==> src/rtl/lca_4.sv <==
// rtl/lca_4.sv - 4-bit carry-lookahead adder slice with registered sum, carry-out and group P/G
// Carries are flattened sum-of-products so no carry ripples between bit positions.
module lca_4 (
   input  logic       clk,
   input  logic       rst,
   input  logic [3:0] A_in,
   input  logic [3:0] B_in,
   input  logic       C_1,
   output logic [3:0] S,
   output logic       CO,
   output logic       PG,
   output logic       GG
);

   logic [3:0] p;
   logic [3:0] g;
   logic [4:0] c;
   logic [3:0] s_d;
   logic       pg_d;
   logic       gg_d;

   logic [3:0] s_q;
   logic       co_q;
   logic       pg_q;
   logic       gg_q;

   always_comb begin
      p    = A_in ^ B_in;
      g    = A_in & B_in;
      c[0] = C_1;
      c[1] = g[0] | (p[0] & c[0]);
      c[2] = g[1] | (p[1] & g[0]) | (p[1] & p[0] & c[0]);
      c[3] = g[2] | (p[2] & g[1]) | (p[2] & p[1] & g[0]) | (p[2] & p[1] & p[0] & c[0]);
      // Group generate excludes the carry-in so an upper lookahead unit can combine slices.
      gg_d = g[3] | (p[3] & g[2]) | (p[3] & p[2] & g[1]) | (p[3] & p[2] & p[1] & g[0]);
      pg_d = p[3] & p[2] & p[1] & p[0];
      c[4] = gg_d | (pg_d & c[0]);
      s_d  = p ^ c[3:0];
   end

   always_ff @(posedge clk) begin
      if (rst) begin
         s_q  <= 4'h0;
         co_q <= 1'b0;
         pg_q <= 1'b0;
         gg_q <= 1'b0;
      end else begin
         s_q  <= s_d;
         co_q <= c[4];
         pg_q <= pg_d;
         gg_q <= gg_d;
      end
   end

   assign S  = s_q;
   assign CO = co_q;
   assign PG = pg_q;
   assign GG = gg_q;

endmodule

==> config.mk <==
export PLATFORM = sky130hd
export DESIGN_NAME = lca_4
export DESIGN_NICKNAME = d
export VERILOG_FILES = /design/src/rtl/lca_4.sv
export SDC_FILE = /design/constraint.sdc
export NUM_CORES = 1
export LEC_CHECK = 0
export CAP_MARGIN = 0
export CORE_AREA = 10 10 47 49
export DETAILED_ROUTE_END_ITERATION = 10
export DIE_AREA = 0 0 57 59
export PLACE_DENSITY_LB_ADDON = 0.08
export SYNTH_ARGS = -nofsm -noshare
export SYNTH_HDL_FRONTEND = slang
export SYNTH_SLANG_ARGS = --single-unit
==> constraint.sdc <==
create_clock -name clk -period 3.25 [get_ports clk]
set_input_delay 0.325 -clock clk [delete_from_list [all_inputs] [get_ports clk]]
set_output_delay 0.325 -clock clk [all_outputs]
set_load 0.03 [all_outputs]
==> results.txt, run 1 <==
Fillcell total - 148
Root buf cell - clkbuf_4
Leakage power - 0.249 nW
Layout Nets - 73
Share of Yosys cell area claimed by the top area cell type - 39.6%
Max-Cap Viols - 0
Number of global-route vias before repair - 329
Type of the most critical hold path - input port to register
Final Hold Fails - 0
CTS tree - done
Die Width - 57 µm
Post-Syn Instances - 35
Hold-fix buffers, CTS - 0
Grt ovf - 0
Die area - 3360 µm²
Diode count - 0
CTS HTree Levels - 1
Number of synthesized register bits - 7
Sequential-to-total area share from yosys stat - 39.6%
Sink Count - 7
Commonest non-fill, non-tap cells in the layout - clkdlybuf4s50_1, dfxtp_1, nor2_1, ha_1
Multi-input gate area - 203 µm²
Largest net degree at the start of global routing - 7
CTS Buf Count - 3
Ys Warns - 0
Power density over the cells - 441 nW/µm²
Share of cells above drive strength 1 - 12.5%
Post-Syn Area - 354 µm²
Ports - 18
Longest Clk Path Bufs - 2
Post-DP HPWL - 716 µm
Storage element area - 140 µm²
Tcrit/Tclk final - 47.8%
Core footprint - 1400 µm²
Setup repair after global routing missed its margin - false
IO buf count - 17
Max Freq - 644 MHz
First-pass GRT wire length - 1.50 mm
Via density per instance - 4.17
Cell taking the most area after synthesis - dfxtp_1
Startpoint Class - input port
Clock-pin slew on the worst setup and hold paths - 0.05 ns
DR iter-0 viols - 2
GP Congestion - 0.766
Tot Pwr - 0.251 mW
WP data arrival - 1.72 ns
Crit path time final - 1.55 ns
WP data required - 3.42 ns
Wire per inst - 10.7 µm
Chip Height - 59 µm
Top cells by area, synth - dfxtp_1, ha_1, fa_1, nor2_1, a211oi_2
Post-CTS Resized - 0
Initial antenna violation count - 0
Max_slew headroom - 79.0%
Setup bufs post-CTS - 0
Initial core utilization - 25.3%
Final setup viols - 0
Net Count, Synth - 51
Final WL - 773 µm
Run status - finished, final reports clean
Antenna viol nets, final - 0
Fin. max-slew vios - 0
TNS Setup - 0 ns
Tot GR Track Use - 5.82%
Leading cell type in the layout, fill and taps excluded - clkdlybuf4s50_1
1st-pass router iterations - 4
Synth cell types - 20
VDD IR max - 0.106 mV
Residual DRC - 0
P&R area growth vs syn - 61.1%
Critical path type - input port to register
Endpoint class of the critical path - register
Vias - 300
FP Rows - 14
Mean Syn Cell Area - 10.1 µm²
Worst Tran Pin Value - 0.315 ns
Crit-path max FO - 3
[sequential cells by signal, summed over array words and instances, names as in the netlist]
register,flops
S,4
GG,1
CO,1
PG,1
[metrics by stage]
step / setup WS, ns / utilization, % / instances / cell area [µm²] / hold slack (ns)
after floorplan: 2.00 / - / 35 / 354 / 0.392
after global placement: 1.48 / 38.8 / 68 / 544 / 0.966
after detailed placement: 1.47 / 38.8 / 68 / 544 / 0.968
after CTS: 1.69 / 40.7 / 72 / 571 / 0.707
after global routing: 1.62 / 40.7 / 72 / 571 / 0.753
final: 1.70 / 40.7 / 72 / 571 / 0.699
[power by group]
part           total [mW]  switching (mW)  internal [mW]
sequential         0.0961         0.00178         0.0944
combinational      0.0799          0.0401         0.0398
clock              0.0753          0.0287         0.0466
[cells by family after synthesis]
| family | count (synthesis) | share of synthesized area (%) |
|---|---|---|
| adders and majority gates | 5 | 19.8 |
| and+or+nand+nor | 9 | 12.4 |
| xor gates and xnor gates | 1 | 2.47 |
| AOI/OAI and AO/OA | 9 | 19.8 |
| DFF | 7 | 39.6 |
| buffers and inverters | 3 | 3.18 |
| muxes | 1 | 2.83 |
[cells in the mapped netlist (all sizes together)]
library cell	instances
a211oi	2
a21o	2
a21oi	1
dfxtp	7
fa	1
ha	4
inv	3
mux2i	1
nand2b	2
nand3	1
nor2	4
nor3	1
o21ai	3
o21ba	1
or2	1
xor2	1
[path summary, 6_finish.rpt]
path / start / endpoint / slack [ns] / cells after the start
min: rst / S[0] / 0.70 / 2
max: A_in[0] / S[3] / 1.70 / 5
[layout make-up]
class,count,share of cell area (%)
clock buffers,4,4.61
inverters,3,1.97
repair buffers,17,29.8
multi-input cells,25,35.5
flip-flops and latches,7,24.6
well taps,16,3.51
[worst max-delay path, cell delays in order]
cell,delay [ns]
clkdlybuf4s50_1,0.42
ha_1,0.35
a211oi_2,0.22
o21ba_1,0.21
mux2i_1,0.19
[routing by layer]
layer  vias up  part of all wire, %  global-route usage [%]
li1        165                    -                       -
met1       122                   43                    6.27
met3         0                   10                    3.43
met2        13                   47                    7.91
met5         -                    0                       0
met4         0                    0                    5.03
Power figures use the tool's default switching activity.
==> inputs of run 2 (changes only) <==
==> constraint.sdc (replaced) <==
create_clock -name clk -period 1.5 [get_ports clk]
set_input_delay 0.15 -clock clk [delete_from_list [all_inputs] [get_ports clk]]
set_output_delay 0.15 -clock clk [all_outputs]
set_load 0.03 [all_outputs]
==> run 2 against run 1 <==
Sequential share of layout area shrank 0.32 points. Wire length grew 7.5%. Combinational power grew 120%. Setup slack lost 1.6 ns. Flip-flop and latch count is the same. Power grew 120%. Largest cell class unchanged. Highest routed layer unchanged.
==> results.txt, run 2 (same netlist as run 1, synthesis figures left out) <==
Core footprint - 1400 µm² (unchanged)
Power density over the cells - 952 nW/µm² (+120%)
Initial antenna violation count - 0 (unchanged)
Met2 routed WL - 422 µm (+17%)
Tot GR Track Use - 5.39% (-0.43 points)
Hold Crit Depth - 2 (unchanged)
Final WL - 831 µm (+7.5%)
Seq pwr share - 37.9% (-0.3 points)
Worst Min Path Start - rst
GP Congestion - 0.766 (about the same)
Storage element area - 140 µm² (unchanged)
Multi-input gate area - 203 µm² (unchanged)
Met3 WL - 79 µm (+2.6%)
CTS HTree Levels - 1 (unchanged)
Max Freq - 713 MHz
CTS Buf Count - 3 (unchanged)
Clock-pin slew on the worst setup and hold paths - 0.05 ns (about the same)
Root buf cell - clkbuf_4
Leading cell type in the layout, fill and taps excluded - clkdlybuf4s50_1
Longest Clk Path Bufs - 2 (unchanged)
Final setup viols - 0 (unchanged)
Largest net degree at the start of global routing - 7 (unchanged)
Clock power frac - 29.7% (-0.3 points)
Sw Share - 28.3% (+0.18 points)
Worst Tran Pin Value - 0.311 ns (-0.00375 ns)
WP data arrival - 1.58 ns (-0.14 ns)
Die area - 3360 µm² (unchanged)
Startpoint Class - input port
Placed insts - 69 (+1.5%)
Endpoint class of the critical path - register
Hold-fix buffers, CTS - 0 (unchanged)
Crit-path max FO - 3 (unchanged)
Layout Nets - 74 (+1.4%)
Post-CTS Resized - 0 (unchanged)
Combinational power share - 32.4% (+0.6 points)
Vias - 315 (+5.0%)
Fin. max-slew vios - 0 (unchanged)
Setup repair after global routing missed its margin - false
Final Hold Fails - 0 (unchanged)
Final Hold Slack - 0.543 ns (-0.157 ns)
Wire per inst - 11.4 µm (+6.0%)
1st-pass router iterations - 2 (-2)
Ports - 18 (unchanged)
P&R area growth vs syn - 63.3%
First-pass GRT wire length - 1.41 mm (-6.4%)
Final Non-Filler Cells - 73 (+1.4%)
WP data required - 1.67 ns (-1.75 ns)
Hold EP - S[1]
Max reg flops - 4 (unchanged)
Chip Height - 59 µm (unchanged)
Grt ovf - 0 (unchanged)
Setup bufs post-CTS - 0 (unchanged)
Top Layer Used - met3
Sink Count - 7 (unchanged)
Type of the most critical hold path - input port to register
Cell-internal power - 0.395 mW (+120%)
Tcrit/Tclk final - 93.6%
Run status - finished, final reports clean
Residual DRC - 0 (unchanged)
Share of cells above drive strength 1 - 14.0% (+1.5 points)
Number of global-route vias before repair - 337 (+2.4%)
FP Rows - 14 (unchanged)
Commonest non-fill, non-tap cells in the layout - clkdlybuf4s50_1, dfxtp_1, nor2_1, ha_1
Critical path type - input port to register
Leakage power - 0.254 nW (+1.9%)
Die Width - 57 µm (unchanged)
VDD IR max - 0.246 mV (+130%)
IO buf count - 17 (unchanged)
Max-Cap Viols - 0 (unchanged)
Post-DP HPWL - 746 µm (+4.1%)
Via density per instance - 4.32 (+3.6%)
Crit path time final - 1.40 ns
Fillcell total - 141 (-4.7%)
Antenna viol nets, final - 0 (unchanged)
CTS tree - done
Routed met1 length - 329 µm (-1.5%)
Max_slew headroom - 79.2% (+0.25 points)
Sw power - 0.156 mW (+120%)
DR iter-0 viols - 2 (unchanged)
Initial core utilization - 25.3% (unchanged)
Diode count - 0 (unchanged)
-- run 2: cell type report --
type	instances	area share, %
Clock buffer	4	4.55
Inverter	3	1.95
Sequential cell	7	24.2
Multi-Input combinational cell	25	35.1
Timing Repair Buffer	18	30.7
Tap cell	16	3.46
-- run 2: per-stage QoR --
stage          area [µm²]  setup slack [ns]  TNS [ns]  utilization (%)  power (mW)
2_1_floorplan         354             0.422         0                -       0.311
3_3_place_gp          552           -0.0920    -0.195             39.4       0.390
3_5_place_dp          552            -0.138    -0.354             39.4       0.393
4_1_cts               578             0.111         0             41.3       0.563
5_1_grt               578            0.0271         0             41.3       0.587
6_report              578            0.0967         0             41.3       0.550
-- run 2: power by group through the flow --
stage	logic (mW)	clock network, mW	registers, mW
CTS	0.181	0.173	0.209
global placement	0.178	0	0.212
detailed placement	0.180	0	0.212
floorplan	0.0619	0	0.250
global route	0.196	0.181	0.209
finish	0.178	0.164	0.208
-- run 2: worst max-delay path, stage by stage --
cell and delay [ns]:
clkdlybuf4s50_1 0.45, ha_1 0.36, a211oi_2 0.23, o21ba_1 0.20, mux2i_1 0.18
-- run 2: how the worst max path moves through the flow --
stage	startpoint	end	slack (ns)
2_1_floorplan	A_in[0]	S[3]	0.42
3_3_place_gp	A_in[0]	S[3]	-0.09
4_1_cts	A_in[0]	S[3]	0.11
5_1_grt	A_in[0]	S[3]	0.03
6_report	A_in[0]	S[3]	0.1
3_5_place_dp	A_in[0]	S[3]	-0.14
-- run 2: layer usage --
layer / up-vias / global-route usage [%]
met5: - / 0
met4: 0 / 5.70
met3: 0 / 3.00
met2: 13 / 8.37
met1: 137 / 4.71
li1: 165 / -
==> inputs of run 3 (changes only) <==
--- a/config.mk
+++ b/config.mk
@@ -9,6 +9,7 @@
 export CORE_AREA = 10 10 47 49
 export DETAILED_ROUTE_END_ITERATION = 10
 export DIE_AREA = 0 0 57 59
+export HOLD_SLACK_MARGIN = 0.03
 export PLACE_DENSITY_LB_ADDON = 0.08
 export SYNTH_ARGS = -nofsm -noshare
 export SYNTH_HDL_FRONTEND = slang
==> results of run 3 <==
The final DEF is identical to that of run 2; final timing and power are the same.
